**src/rtl/carregador_programa_pkg.sv**
```systemverilog
// ---------------------------------------------------------------------------
// carregador_programa_pkg
// Shared definitions for the UART program loader:
//   estado_t     - loader FSM states
//   rx_estado_t  - UART receiver states
//   START_BIT / STOP_BIT / DATA_BITS - 8N1 frame constants
// Optional feature macro used by the loader: CARREGADOR_CHECKSUM_EN
// ---------------------------------------------------------------------------
package carregador_programa_pkg;

   typedef enum logic [2:0] {
      OCIOSO,
      CONT_HI,
      CONT_LO,
      DADOS,
      ESCRITA,
      PRONTO,
      ERRO
   } estado_t;

   typedef enum logic [1:0] {
      RX_IDLE,
      RX_START,
      RX_DATA,
      RX_STOP
   } rx_estado_t;

   localparam logic START_BIT = 1'b0;
   localparam logic STOP_BIT  = 1'b1;
   localparam int   DATA_BITS = 8;

endpackage

```
**src/rtl/carregador_programa_uart_rx.sv**
```systemverilog
// ---------------------------------------------------------------------------
// uart_rx
// 8N1 UART receiver, LSB first, idle-high line.
// Ports:
//   clk       - system clock, rising edge
//   resetN    - asynchronous active-low reset
//   rx        - serial line, asynchronous to clk
//   byteValid - one-cycle pulse, byteData holds a correctly framed byte
//   byteData  - received byte
//   frameErr  - one-cycle pulse when the stop bit was sampled low
// ---------------------------------------------------------------------------
module uart_rx
   import carregador_programa_pkg::*;
#(
   parameter int CLKS_PER_BIT = 434
) (
   input  logic       clk,
   input  logic       resetN,
   input  logic       rx,
   output logic       byteValid,
   output logic [7:0] byteData,
   output logic       frameErr
);

   localparam int CW = $clog2(CLKS_PER_BIT);
   localparam logic [CW-1:0] CNT_LAST = CW'(CLKS_PER_BIT - 1);
   localparam logic [CW-1:0] CNT_HALF = CW'(CLKS_PER_BIT / 2 - 1);

   logic       rxMeta, rxSync, rxPrev;
   rx_estado_t rxStateReg, rxStateNext;
   logic [CW-1:0] cntReg, cntNext;
   logic [2:0] bitIdxReg, bitIdxNext;
   logic [7:0] shiftReg, shiftNext;

   // Two-flop synchronizer plus one delay stage for edge detection.
   always_ff @(posedge clk or negedge resetN) begin
      if (!resetN) begin
         rxMeta <= 1'b1;
         rxSync <= 1'b1;
         rxPrev <= 1'b1;
      end else begin
         rxMeta <= rx;
         rxSync <= rxMeta;
         rxPrev <= rxSync;
      end
   end

   always_ff @(posedge clk or negedge resetN) begin
      if (!resetN) begin
         rxStateReg <= RX_IDLE;
         cntReg     <= '0;
         bitIdxReg  <= '0;
         shiftReg   <= '0;
      end else begin
         rxStateReg <= rxStateNext;
         cntReg     <= cntNext;
         bitIdxReg  <= bitIdxNext;
         shiftReg   <= shiftNext;
      end
   end

   always_comb begin
      rxStateNext = rxStateReg;
      cntNext     = cntReg;
      bitIdxNext  = bitIdxReg;
      shiftNext   = shiftReg;
      byteValid   = 1'b0;
      frameErr    = 1'b0;
      unique case (rxStateReg)
         RX_IDLE: begin
            // A true falling edge is required, so a line held low after a
            // framing error does not retrigger the receiver.
            if (rxPrev && (rxSync == START_BIT)) begin
               rxStateNext = RX_START;
               cntNext     = '0;
            end
         end
         RX_START: begin
            if (cntReg == CNT_HALF) begin
               cntNext    = '0;
               bitIdxNext = '0;
               rxStateNext = (rxSync == START_BIT) ? RX_DATA : RX_IDLE;
            end else begin
               cntNext = cntReg + 1'b1;
            end
         end
         RX_DATA: begin
            if (cntReg == CNT_LAST) begin
               cntNext   = '0;
               shiftNext = {rxSync, shiftReg[7:1]};
               if (bitIdxReg == 3'(DATA_BITS - 1)) rxStateNext = RX_STOP;
               else                                 bitIdxNext = bitIdxReg + 1'b1;
            end else begin
               cntNext = cntReg + 1'b1;
            end
         end
         RX_STOP: begin
            if (cntReg == CNT_LAST) begin
               cntNext     = '0;
               rxStateNext = RX_IDLE;
               if (rxSync == STOP_BIT) byteValid = 1'b1;
               else                    frameErr  = 1'b1;
            end else begin
               cntNext = cntReg + 1'b1;
            end
         end
         default: rxStateNext = RX_IDLE;
      endcase
   end

   assign byteData = shiftReg;

endmodule

```
**src/rtl/carregador_programa.sv**
```systemverilog
// ---------------------------------------------------------------------------
// carregador_programa
// Loads a program received over UART into instruction memory.
// Stream: count hi, count lo (N words), then N words MSB first
// (optionally followed by an XOR checksum byte when the macro
// CARREGADOR_CHECKSUM_EN is defined).
// Ports:
//   CLK, Reset (async, active-low), RX (serial), Start (load request pulse)
//   IMemEndereco/IMemDado/IMemWrite - instruction memory write port
//   HLTCarga    - processor halt while loading or in error
//   CargaPronta - last load completed successfully
//   NumPalavras - words written by the current/last load
//   Erro        - sticky error, cleared by Start
// ---------------------------------------------------------------------------
module carregador_programa
   import carregador_programa_pkg::*;
#(
   parameter int CLKS_PER_BIT = 434,
   parameter int ADDR_W       = 10
) (
   input  logic              CLK,
   input  logic              Reset,
   input  logic              RX,
   input  logic              Start,
   output logic [ADDR_W-1:0] IMemEndereco,
   output logic [31:0]       IMemDado,
   output logic              IMemWrite,
   output logic              HLTCarga,
   output logic              CargaPronta,
   output logic [ADDR_W:0]   NumPalavras,
   output logic              Erro
);

   localparam logic [16:0] MAX_WORDS = 17'(2 ** ADDR_W);

   logic        byteValid, frameErr;
   logic [7:0]  byteData;
   estado_t     stateReg, stateNext;
   logic [15:0] countReg;
   logic [1:0]  byteIdxReg;
   logic [31:0] wordReg;
   logic [ADDR_W:0] numPalavrasReg;
   logic [15:0] countRx;
   logic        lastWord;
   logic        awaitChk;
   logic        idleLike;

   uart_rx #(.CLKS_PER_BIT(CLKS_PER_BIT)) uRx (
      .clk       (CLK),
      .resetN    (Reset),
      .rx        (RX),
      .byteValid (byteValid),
      .byteData  (byteData),
      .frameErr  (frameErr)
   );

   assign countRx  = {countReg[15:8], byteData};
   assign lastWord = (16'(numPalavrasReg) + 16'd1) == countReg;
   assign idleLike = (stateReg == OCIOSO) || (stateReg == PRONTO) || (stateReg == ERRO);

`ifdef CARREGADOR_CHECKSUM_EN
   logic [7:0] xorReg;
   // All words written: the next byte in DADOS is the checksum.
   assign awaitChk = (16'(numPalavrasReg) == countReg);
`else
   assign awaitChk = 1'b0;
`endif

   always_ff @(posedge CLK or negedge Reset) begin
      if (!Reset) begin
         stateReg       <= OCIOSO;
         countReg       <= '0;
         byteIdxReg     <= '0;
         wordReg        <= '0;
         numPalavrasReg <= '0;
`ifdef CARREGADOR_CHECKSUM_EN
         xorReg         <= '0;
`endif
      end else begin
         stateReg <= stateNext;
         if (idleLike && Start) begin
            countReg       <= '0;
            byteIdxReg     <= '0;
            numPalavrasReg <= '0;
`ifdef CARREGADOR_CHECKSUM_EN
            xorReg         <= '0;
`endif
         end
         if (stateReg == CONT_HI && byteValid) countReg[15:8] <= byteData;
         if (stateReg == CONT_LO && byteValid) countReg[7:0]  <= byteData;
         if (stateReg == DADOS && byteValid && !awaitChk) begin
            wordReg    <= {wordReg[23:0], byteData};
            byteIdxReg <= byteIdxReg + 1'b1;
`ifdef CARREGADOR_CHECKSUM_EN
            xorReg     <= xorReg ^ byteData;
`endif
         end
         if (stateReg == ESCRITA) numPalavrasReg <= numPalavrasReg + 1'b1;
      end
   end

   always_comb begin
      stateNext = stateReg;
      unique case (stateReg)
         OCIOSO, PRONTO, ERRO: begin
            if (Start) stateNext = CONT_HI;
         end
         // Framing errors only matter while a load is being received;
         // line noise while idle is ignored like any other idle byte.
         CONT_HI: begin
            if (frameErr)       stateNext = ERRO;
            else if (byteValid) stateNext = CONT_LO;
         end
         CONT_LO: begin
            if (frameErr) stateNext = ERRO;
            else if (byteValid) begin
               if ({1'b0, countRx} > MAX_WORDS) stateNext = ERRO;
`ifdef CARREGADOR_CHECKSUM_EN
               else                             stateNext = DADOS;
`else
               else if (countRx == 16'd0)       stateNext = PRONTO;
               else                             stateNext = DADOS;
`endif
            end
         end
         DADOS: begin
            if (frameErr) stateNext = ERRO;
            else if (byteValid) begin
`ifdef CARREGADOR_CHECKSUM_EN
               if (awaitChk)                 stateNext = (byteData == xorReg) ? PRONTO : ERRO;
               else if (byteIdxReg == 2'd3)  stateNext = ESCRITA;
`else
               if (byteIdxReg == 2'd3)       stateNext = ESCRITA;
`endif
            end
         end
         ESCRITA: begin
`ifdef CARREGADOR_CHECKSUM_EN
            stateNext = DADOS;
`else
            stateNext = lastWord ? PRONTO : DADOS;
`endif
         end
         default: stateNext = OCIOSO;
      endcase
   end

   assign IMemWrite    = (stateReg == ESCRITA);
   assign IMemDado     = wordReg;
   assign IMemEndereco = numPalavrasReg[ADDR_W-1:0];
   assign NumPalavras  = numPalavrasReg;
   assign CargaPronta  = (stateReg == PRONTO);
   assign Erro         = (stateReg == ERRO);
   assign HLTCarga     = (stateReg == CONT_HI) || (stateReg == CONT_LO) ||
                         (stateReg == DADOS)   || (stateReg == ESCRITA) ||
                         (stateReg == ERRO);

endmodule

```
**config.mk**
```make
export PLATFORM = sky130hd
export DESIGN_NAME = carregador_programa
export DESIGN_NICKNAME = d
export VERILOG_FILES = /design/src/rtl/carregador_programa_pkg.sv /design/src/rtl/carregador_programa_uart_rx.sv /design/src/rtl/carregador_programa.sv
export SDC_FILE = /design/constraint.sdc
export NUM_CORES = 1
export LEC_CHECK = 0
export BUFFER_PORTS_ARGS = -buffer_cell sky130_fd_sc_hd__buf_2
export CAP_MARGIN = 0
export CELL_PAD_IN_SITES_DETAIL_PLACEMENT = 0
export CELL_PAD_IN_SITES_GLOBAL_PLACEMENT = 1
export CORE_MARGIN = 5
export CORE_UTILIZATION = 30
export DETAILED_ROUTE_END_ITERATION = 7
export GPL_TIMING_DRIVEN = 1
export PLACE_DENSITY = 0.53
export SLEW_MARGIN = 15
export SYNTH_ARGS = -nofsm -noshare
export SYNTH_HDL_FRONTEND = slang
export SYNTH_SLANG_ARGS = --single-unit
```
**constraint.sdc**
```tcl
create_clock -name CLK -period 4.4 [get_ports CLK]
set_clock_uncertainty 0.15 [all_clocks]
set_input_delay 0.44 -clock CLK [delete_from_list [all_inputs] [get_ports CLK]]
set_output_delay 0.44 -clock CLK [all_outputs]
set_load 0.05 [all_outputs]
```
==> metrics.txt, run 1 <==
# TYPE chip_impl_metric gauge
chip_impl_metric{name="drtAntennaViolNets",unit=""} 0
chip_impl_metric{name="antenna_found_initial",unit=""} 0
chip_impl_metric{name="wire_length_of_the_first_global_routing_pass",unit="um"} 17300
chip_impl_metric{name="net-switching-power",unit="mW"} 0.519
chip_impl_metric{name="cts-htree-levels",unit=""} 3
chip_impl_metric{name="effective_utilization_at_floorplan",unit=""} 0.304
chip_impl_metric{name="netlist-cell-type-count",unit=""} 56
chip_impl_metric{name="n_antenna_cell",unit=""} 0
chip_impl_metric{name="core_region_area",unit="um2"} 15100
chip_impl_metric{name="worst_path_largest_cell_delay",unit="ps"} 710
chip_impl_info{name="hold_path.startpoint",value="RX"} 1
chip_impl_metric{name="drv_slew",unit=""} 0
chip_impl_metric{name="cts.path.max_buffers",unit=""} 2
chip_impl_metric{name="cellLeakagePower",unit="nW"} 2.65
chip_impl_metric{name="worst-path-buf-inv",unit=""} 1
chip_impl_metric{name="routed-via-count",unit=""} 3252
chip_impl_metric{name="totalPowerFinal",unit="mW"} 1.89
chip_impl_metric{name="dp.final_hpwl",unit="um"} 7010
chip_impl_metric{name="cts_hold_repair.buffers",unit=""} 0
chip_impl_metric{name="synth_enable_flop_cells",unit=""} 0
chip_impl_metric{name="finalNetCount",unit=""} 486
chip_impl_metric{name="reg2reg_depth",unit=""} 6
chip_impl_info{name="timing.hold.worst_endpoint",value="uRx.rxMeta$_DFF_PN1_"} 1
chip_impl_metric{name="die_w",unit="um"} 134
chip_impl_metric{name="drt_wl_total",unit="um"} 10200
chip_impl_metric{name="timing.hold.worst_path_depth",unit=""} 1
chip_impl_metric{name="cts_inserted_buffers",unit=""} 9
chip_impl_info{name="cts_tree",value="done"} 1
chip_impl_info{name="rsz_0062_raised_after_global_routing",value="no"} 1
chip_impl_metric{name="place_inst",unit=""} 652
chip_impl_metric{name="vias_per_cell",unit=""} 4.87
chip_impl_metric{name="clock_sink_count",unit=""} 89
chip_impl_metric{name="post-route-drc-count",unit=""} 0
chip_impl_info{name="cell_with_the_most_instances_after_synthesis",value="sky130_fd_sc_hd__dfrtp_1"} 1
chip_impl_info{name="class_of_the_worst_hold_path",value="in2reg"} 1
chip_impl_metric{name="first_global_vias",unit=""} 3280
chip_impl_metric{name="cts_resized",unit=""} 0
chip_impl_metric{name="finalWeightedCongestion",unit=""} 0.743
chip_impl_info{name="critical-path-top-delay-family",value="simple AND/OR/NAND/NOR gates"} 1
chip_impl_metric{name="drv.max_cap_violation_count",unit=""} 0
chip_impl_info{name="cp_cell_sequence",value="inv_1 -> ha_1 -> nand4b_4 -> nor4_4 -> nand4_4 -> mux2_4"} 1
chip_impl_metric{name="synth.yosys.warnings",unit=""} 0
chip_impl_metric{name="finalCritPeriodShare",unit=""} 0.658
chip_impl_metric{name="grt_start_max_net_pins",unit=""} 66
chip_impl_info{name="status",value="completed"} 1
chip_impl_metric{name="asyncSetResetFlopFracSynth",unit=""} 1.00
chip_impl_metric{name="detailedRoute.firstIterationViolations",unit=""} 133
chip_impl_metric{name="clock_pin_slew_worst_setup_and_hold_paths",unit="ps"} 70
chip_impl_info{name="synth_largest_area_cell",value="sky130_fd_sc_hd__dfrtp_1"} 1
chip_impl_metric{name="dp_worst_setup_slack",unit="ps"} 1490
chip_impl_metric{name="peakVddDrop",unit="mV"} 0.203
chip_impl_metric{name="flow.area_growth_from_synthesis",unit="%"} 14.2
chip_impl_info{name="synth.top_cells.by_count",value="sky130_fd_sc_hd__dfrtp_1, sky130_fd_sc_hd__nand2_1, sky130_fd_sc_hd__o21ai_0"} 1
chip_impl_metric{name="place.port_buffers",unit=""} 60
chip_impl_metric{name="syn_inst",unit=""} 431
chip_impl_metric{name="reg2reg_setup_slack",unit="ps"} 1500
chip_impl_metric{name="hold_viol_final",unit=""} 0
chip_impl_metric{name="drt_pre_antenna_iters",unit=""} 4
chip_impl_metric{name="drt-wirelength-per-cell",unit="um"} 15.2
chip_impl_metric{name="synth_compound_gate_area_share",unit=""} 0.108
chip_impl_metric{name="synth.yosys.seq_area_share",unit=""} 0.484
chip_impl_metric{name="gr-total-overflow",unit=""} 0
chip_impl_metric{name="syn-mean-instance-area",unit="um2"} 10.7
chip_impl_metric{name="top_level_ports",unit=""} 61
chip_impl_info{name="dominant_combinational_cell_family_by_area_after_synthesis",value="simple AND/OR/NAND/NOR gates"} 1
chip_impl_metric{name="floorplan.die.height",unit="um"} 134
chip_impl_metric{name="critical_path_arrival",unit="ps"} 2980
chip_impl_info{name="master_of_the_slowest_instance_on_the_critical_path",value="sky130_fd_sc_hd__nand4_4"} 1
chip_impl_info{name="synth_area_leaders",value="sky130_fd_sc_hd__dfrtp_1, sky130_fd_sc_hd__mux2_4, sky130_fd_sc_hd__o21ai_0"} 1
chip_impl_metric{name="power_per_cell_area",unit="nW/um2"} 359
chip_impl_metric{name="power.share.sequential",unit=""} 0.480
chip_impl_metric{name="final_instance_count_without_filler_cells",unit=""} 668
chip_impl_metric{name="placement_rows",unit=""} 45
chip_impl_metric{name="final.hold.worst_slack",unit="ps"} 38.4
chip_impl_metric{name="fp.dieArea",unit="um2"} 17900
chip_impl_info{name="crit_path_end_kind",value="flip-flop"} 1
chip_impl_metric{name="grt_usage",unit=""} 0.119
chip_impl_info{name="synth_flop_type",value="sky130_fd_sc_hd__dfrtp_1"} 1
chip_impl_metric{name="synth-xor-area-share",unit=""} 0.0266
chip_impl_info{name="clk_root_buffer_cell",value="sky130_fd_sc_hd__clkbuf_16"} 1
chip_impl_metric{name="final.min_clock_period",unit="ps"} 2900
chip_impl_metric{name="worst_slack",unit="ps"} 1500
chip_impl_metric{name="cp_num_cells",unit=""} 6
chip_impl_metric{name="setup_violations",unit=""} 0
chip_impl_metric{name="cts_setup_buffers",unit=""} 0
chip_impl_info{name="critical_setup_path_kind",value="reg2reg"} 1
chip_impl_info{name="timing.critical_path.from_type",value="flip-flop"} 1
chip_impl_metric{name="yosys_reg_bits",unit=""} 89
chip_impl_metric{name="timing.slew.headroom",unit=""} 0.424
chip_impl_metric{name="p_clk_frac",unit=""} 0.434
chip_impl_metric{name="synthMuxAreaShare",unit=""} 0.121
chip_impl_metric{name="max_freq",unit="MHz"} 345
chip_impl_metric{name="layout-drive-gt1-share",unit=""} 0.281
chip_impl_info{name="worst_r2r_endpoint",value="IMemDado[16]$_DFFE_PN0P_"} 1
chip_impl_metric{name="synth_largest_type_area_fraction",unit=""} 0.467
chip_impl_metric{name="power_report.internal_total",unit="mW"} 1.37
chip_impl_metric{name="synthSimpleGateAreaFrac",unit=""} 0.184
chip_impl_metric{name="fin_setup_tns",unit="ps"} 0
chip_impl_metric{name="synthesis.nets",unit=""} 442
chip_impl_metric{name="post_synth_fa_ha_maj_area_fraction",unit=""} 0.0190
chip_impl_metric{name="worst-slew-pin-transition",unit="ps"} 864
chip_impl_metric{name="worstPathMaxFanout",unit=""} 36
chip_impl_metric{name="post_synth_instance_area",unit="um2"} 4610
chip_impl_metric{name="sw_frac_of_total",unit=""} 0.275
chip_impl_info{name="worstReg2RegStart",value="uRx.cntReg[1]$_DFFE_PN0N_"} 1
chip_impl_metric{name="worstSkewPairLatency",unit="ps"} 340
chip_impl_metric{name="power.combinational.fraction",unit=""} 0.087
chip_impl_metric{name="required",unit="ps"} 4480
## power groups by stage
stage	registers (mW)	clock network, mW	logic (mW)
5_1_grt	0.917	0.875	0.189
3_5_place_dp	0.923	0	0.166
6_report	0.906	0.819	0.164
4_1_cts	0.907	0.847	0.168
3_3_place_gp	0.920	0	0.166
2_1_floorplan	0.910	0	0.129
## registers in the layout, indices dropped and copies added (netlist names), 2 cells and up, named ones only
signal         count
countReg          16
IMemDado          32
NumPalavras       11
stateReg           3
uRx.bitIdxReg      3
uRx.cntReg         9
byteIdxReg         2
uRx.byteData       8
## per-layer routing
metal  routed length (um)  track usage  part of all wire
met1                 5010        0.162              0.49
met2                 4600        0.188              0.45
met3                  335       0.0214             0.033
met4                  208       0.0491             0.020
met5                    0            0                 0
## cell usage in the layout, fill, tap and decap left out, types with 2 or more instances in the layout
cell	netlist	final
sky130_fd_sc_hd__a211oi_1	4	3
sky130_fd_sc_hd__a21o_1	2	2
sky130_fd_sc_hd__a21oi_1	4	4
sky130_fd_sc_hd__a22o_1	2	2
sky130_fd_sc_hd__a31o_2	2	2
sky130_fd_sc_hd__a31oi_1	3	3
sky130_fd_sc_hd__and2_1	2	2
sky130_fd_sc_hd__and3_1	4	4
sky130_fd_sc_hd__and3_2	2	2
sky130_fd_sc_hd__buf_2	6	59
sky130_fd_sc_hd__buf_4	10	4
sky130_fd_sc_hd__clkbuf_16	0	9
sky130_fd_sc_hd__dfrtp_1	86	86
sky130_fd_sc_hd__dfstp_2	3	3
sky130_fd_sc_hd__ha_1	7	7
sky130_fd_sc_hd__inv_1	9	9
sky130_fd_sc_hd__inv_6	0	2
sky130_fd_sc_hd__inv_8	0	3
sky130_fd_sc_hd__mux2_2	14	14
sky130_fd_sc_hd__mux2_4	26	26
sky130_fd_sc_hd__nand2_1	63	63
sky130_fd_sc_hd__nand2b_1	10	10
sky130_fd_sc_hd__nand3_1	23	23
sky130_fd_sc_hd__nand3b_1	2	2
sky130_fd_sc_hd__nand4_1	2	2
sky130_fd_sc_hd__nand4b_1	3	3
sky130_fd_sc_hd__nor2_1	24	24
sky130_fd_sc_hd__nor2b_1	2	2
sky130_fd_sc_hd__nor3_1	3	3
sky130_fd_sc_hd__nor4_1	8	8
sky130_fd_sc_hd__o211ai_1	3	3
sky130_fd_sc_hd__o21ai_0	48	47
sky130_fd_sc_hd__o31ai_1	5	5
sky130_fd_sc_hd__o41ai_1	2	2
sky130_fd_sc_hd__xnor2_1	7	7
sky130_fd_sc_hd__xor2_1	7	7
## how the worst max path moves through the flow
stage / to / slack [ps] / startpoint
2_1_floorplan: stateReg[1]$_DFFE_PN0P_ / 1640 / NumPalavras[3]$_DFFE_PN0P_
3_3_place_gp: IMemDado[25]$_DFFE_PN0P_ / 1580 / uRx.cntReg[1]$_DFFE_PN0N_
3_5_place_dp: IMemDado[28]$_DFFE_PN0P_ / 1490 / uRx.cntReg[1]$_DFFE_PN0N_
4_1_cts: IMemDado[7]$_DFFE_PN0P_ / 1460 / uRx.cntReg[1]$_DFFE_PN0N_
5_1_grt: IMemDado[16]$_DFFE_PN0P_ / 1310 / uRx.cntReg[1]$_DFFE_PN0N_
6_report: IMemDado[16]$_DFFE_PN0P_ / 1500 / uRx.cntReg[1]$_DFFE_PN0N_
## final cells by class
class / count / area, um2
clock buffers: 9 / 225
flip-flops and latches: 89 / 2230
clock inverters: 7 / 90.1
well taps: 188 / 235
inverters: 10 / 37.5
fillers: 1496 / 9890
repair buffers: 63 / 325
multi-input cells: 302 / 2110
## through the flow
| step | util | cell area, um2 |
|---|---|---|
| after global placement | 0.326 | 4940 |
| after detailed placement | 0.326 | 4940 |
| after global routing | 0.347 | 5260 |
| after CTS | 0.347 | 5250 |
| final | 0.347 | 5260 |
| after floorplan | - | 4610 |
## worst register-to-register path, delay by kind of cell, from the launching register on
kind,cells,cell delay [ps]
adders and majority gates,1,190
buffers and inverters,1,90
DFF,1,420
muxes,1,580
and+or+nand+nor,3,1350
## cells by family after synthesis
family                     Yosys count
xor gates and xnor gates            14
adders and majority gates            7
DFF                                 89
muxes                               41
buffers and inverters               40
and+or+nand+nor                    158
AOI/OAI and AO/OA                   82
No activity file was read; power rests on OpenSTA's default activity.
==> inputs of run 2 (changes only) <==
clock period = 3 ns   (was 4.4 ns; I/O delays follow)
==> run 2 against run 1 <==
Worst hold slack improved by 140 ps. Critical path depth unchanged. Via count increased by 2.1%. Register-to-register slack got worse by 1200 ps. Design area increased by 0.98%. Combinational power increased by 51%. Global-route usage increased by 0.46 points. Utilization increased by 0.34 points. Power increased by 48%. Count of clock-buffer cells in the layout unchanged. Critical endpoint is now stateReg[1]$_DFFE_PN0P_.
==> metrics.txt, run 2 (synthesized netlist as in run 1, its figures left out) <==
# TYPE chip_impl_metric gauge
chip_impl_metric{name="final.hold.worst_slack",unit="ps"} 180
chip_impl_metric{name="floorplan.die.height",unit="um"} 134
chip_impl_metric{name="routed-via-count",unit=""} 3319
chip_impl_metric{name="fp.dieArea",unit="um2"} 17900
chip_impl_metric{name="max_freq",unit="MHz"} 371
chip_impl_metric{name="critical_path_arrival",unit="ps"} 2780
chip_impl_metric{name="effective_utilization_at_floorplan",unit=""} 0.304
chip_impl_metric{name="clock_pin_slew_worst_setup_and_hold_paths",unit="ps"} 70
chip_impl_metric{name="cts_resized",unit=""} 0
chip_impl_metric{name="cts.path.max_buffers",unit=""} 2
chip_impl_metric{name="detailedRoute.firstIterationViolations",unit=""} 180
chip_impl_metric{name="drt_pre_antenna_iters",unit=""} 4
chip_impl_metric{name="drv_slew",unit=""} 0
chip_impl_metric{name="finalWeightedCongestion",unit=""} 0.741
chip_impl_metric{name="gr-total-overflow",unit=""} 0
chip_impl_info{name="rsz_0062_raised_after_global_routing",value="no"} 1
chip_impl_metric{name="worst-slew-pin-transition",unit="ps"} 712
chip_impl_metric{name="drt-wirelength-per-cell",unit="um"} 15.5
chip_impl_metric{name="cts_hold_repair.buffers",unit=""} 2
chip_impl_metric{name="cts-htree-levels",unit=""} 3
chip_impl_metric{name="cts_setup_buffers",unit=""} 0
chip_impl_metric{name="power.combinational.fraction",unit=""} 0.088
chip_impl_info{name="clk_root_buffer_cell",value="sky130_fd_sc_hd__clkbuf_16"} 1
chip_impl_metric{name="cellLeakagePower",unit="nW"} 2.68
chip_impl_metric{name="dp.final_hpwl",unit="um"} 7050
chip_impl_metric{name="drtAntennaViolNets",unit=""} 0
chip_impl_metric{name="die_w",unit="um"} 134
chip_impl_metric{name="n_antenna_cell",unit=""} 0
chip_impl_metric{name="place_inst",unit=""} 655
chip_impl_metric{name="multiInputGateArea",unit="um2"} 2110
chip_impl_metric{name="fin_setup_tns",unit="ps"} 0
chip_impl_metric{name="place.port_buffers",unit=""} 60
chip_impl_metric{name="antenna_found_initial",unit=""} 0
chip_impl_metric{name="peakVddDrop",unit="mV"} 0.275
chip_impl_metric{name="drv.max_cap_violation_count",unit=""} 0
chip_impl_metric{name="ff_latch_area",unit="um2"} 2230
chip_impl_metric{name="worstPathMaxFanout",unit=""} 12
chip_impl_metric{name="power_per_cell_area",unit="nW/um2"} 527
chip_impl_metric{name="timing.slew.headroom",unit=""} 0.525
chip_impl_info{name="layout.cells.most_common",value="sky130_fd_sc_hd__dfrtp_1"} 1
chip_impl_metric{name="vias_per_cell",unit=""} 4.93
chip_impl_metric{name="flow.area_growth_from_synthesis",unit="%"} 15.3
chip_impl_info{name="cts_tree",value="done"} 1
chip_impl_metric{name="sw_frac_of_total",unit=""} 0.280
chip_impl_metric{name="grt_start_max_net_pins",unit=""} 51
chip_impl_metric{name="worstSkewPairLatency",unit="ps"} 350
chip_impl_metric{name="required",unit="ps"} 3080
chip_impl_metric{name="first_global_vias",unit=""} 3311
chip_impl_metric{name="cts_inserted_buffers",unit=""} 9
chip_impl_metric{name="clock_sink_count",unit=""} 89
chip_impl_metric{name="final_instance_count_without_filler_cells",unit=""} 673
chip_impl_metric{name="setup_violations",unit=""} 0
chip_impl_metric{name="top_level_ports",unit=""} 61
chip_impl_metric{name="hold_viol_final",unit=""} 0
chip_impl_info{name="crit_path_end_kind",value="flip-flop"} 1
chip_impl_info{name="critical_setup_path_kind",value="reg2reg"} 1
chip_impl_metric{name="layout-drive-gt1-share",unit=""} 0.282
chip_impl_info{name="timing.critical_path.from_type",value="flip-flop"} 1
chip_impl_metric{name="max_ffs_per_register",unit=""} 32
chip_impl_metric{name="post-route-drc-count",unit=""} 0
chip_impl_metric{name="power.share.sequential",unit=""} 0.475
chip_impl_metric{name="drt_wl_total",unit="um"} 10400
chip_impl_info{name="mostFrequentLayoutCells",value="sky130_fd_sc_hd__dfrtp_1, sky130_fd_sc_hd__nand2_1, sky130_fd_sc_hd__buf_2"} 1
chip_impl_metric{name="p_clk_frac",unit=""} 0.436
chip_impl_metric{name="core_region_area",unit="um2"} 15100
chip_impl_metric{name="grt_usage",unit=""} 0.124
chip_impl_info{name="status",value="completed"} 1
chip_impl_metric{name="power_report.internal_total",unit="mW"} 2.02
chip_impl_metric{name="finalCritPeriodShare",unit=""} 0.899
chip_impl_metric{name="final.min_clock_period",unit="ps"} 2700
chip_impl_metric{name="final.fill_count",unit=""} 1511
chip_impl_info{name="class_of_the_worst_hold_path",value="in2reg"} 1
chip_impl_metric{name="totalPowerFinal",unit="mW"} 2.80
chip_impl_metric{name="finalNetCount",unit=""} 491
chip_impl_metric{name="net-switching-power",unit="mW"} 0.785
chip_impl_metric{name="wire_length_of_the_first_global_routing_pass",unit="um"} 17800
chip_impl_metric{name="placement_rows",unit=""} 45
[run 2: final cells by class]
cell class,count,share of cell area
Sequential cell,89,0.420
Clock buffer,9,0.0424
Clock inverter,7,0.0172
Multi-Input combinational cell,302,0.397
Inverter,10,0.00707
Timing Repair Buffer,68,0.0716
Tap cell,188,0.0443
[run 2: final timing paths]
kind                                       startpoint                         end  slack, ps  depth (start not counted)
min reg2reg                      uRx.rxMeta$_DFF_PN1_        uRx.rxSync$_DFF_PN1_        210                          0
max reg2reg                NumPalavras[3]$_DFFE_PN0P_     stateReg[1]$_DFFE_PN0P_        300                          6
min                                             Start     stateReg[2]$_DFFE_PN0P_        180                          4
max in group asynchronous                       Reset        uRx.rxPrev$_DFF_PN1_       1570                          3
min in group asynchronous                       Reset  NumPalavras[2]$_DFFE_PN0P_        400                          2
max                        NumPalavras[3]$_DFFE_PN0P_     stateReg[1]$_DFFE_PN0P_        300                          6
[run 2: metal layers]
| metal | wire length [um] | up-vias | global-route usage |
|---|---|---|---|
| met3 | 421 | 11 | 0.0289 |
| met1 | 4950 | 1631 | 0.167 |
| met5 | 0 | - | 0 |
| met2 | 4890 | 64 | 0.195 |
| met4 | 170 | 0 | 0.0446 |
| li1 | - | 1613 | - |
[run 2: power by group through the flow]
stage / Combinational (mW) / Clock [mW] / Sequential, mW
after detailed placement: 0.250 / 0 / 1.36
after global placement: 0.247 / 0 / 1.35
final: 0.248 / 1.22 / 1.33
after floorplan: 0.189 / 0 / 1.33
after global routing: 0.286 / 1.31 / 1.34
after CTS: 0.254 / 1.27 / 1.33
[run 2: worst max-delay path, cell delays in order, from the launching register on]
cell and delay (ps):
sky130_fd_sc_hd__dfrtp_1 570, sky130_fd_sc_hd__nand4_2 270, sky130_fd_sc_hd__nor4_1 490, sky130_fd_sc_hd__mux2_2 390, sky130_fd_sc_hd__a211oi_1 230, sky130_fd_sc_hd__nand4b_1 160
sky130_fd_sc_hd__a211o_1 310
[run 2: stage by stage]
stage,setup slack [ps],utilization,instance area (um2)
6_report,303,0.351,5310
3_5_place_dp,281,0.328,4970
4_1_cts,255,0.351,5310
5_1_grt,47.0,0.351,5310
3_3_place_gp,450,0.328,4970
2_1_floorplan,236,-,4610
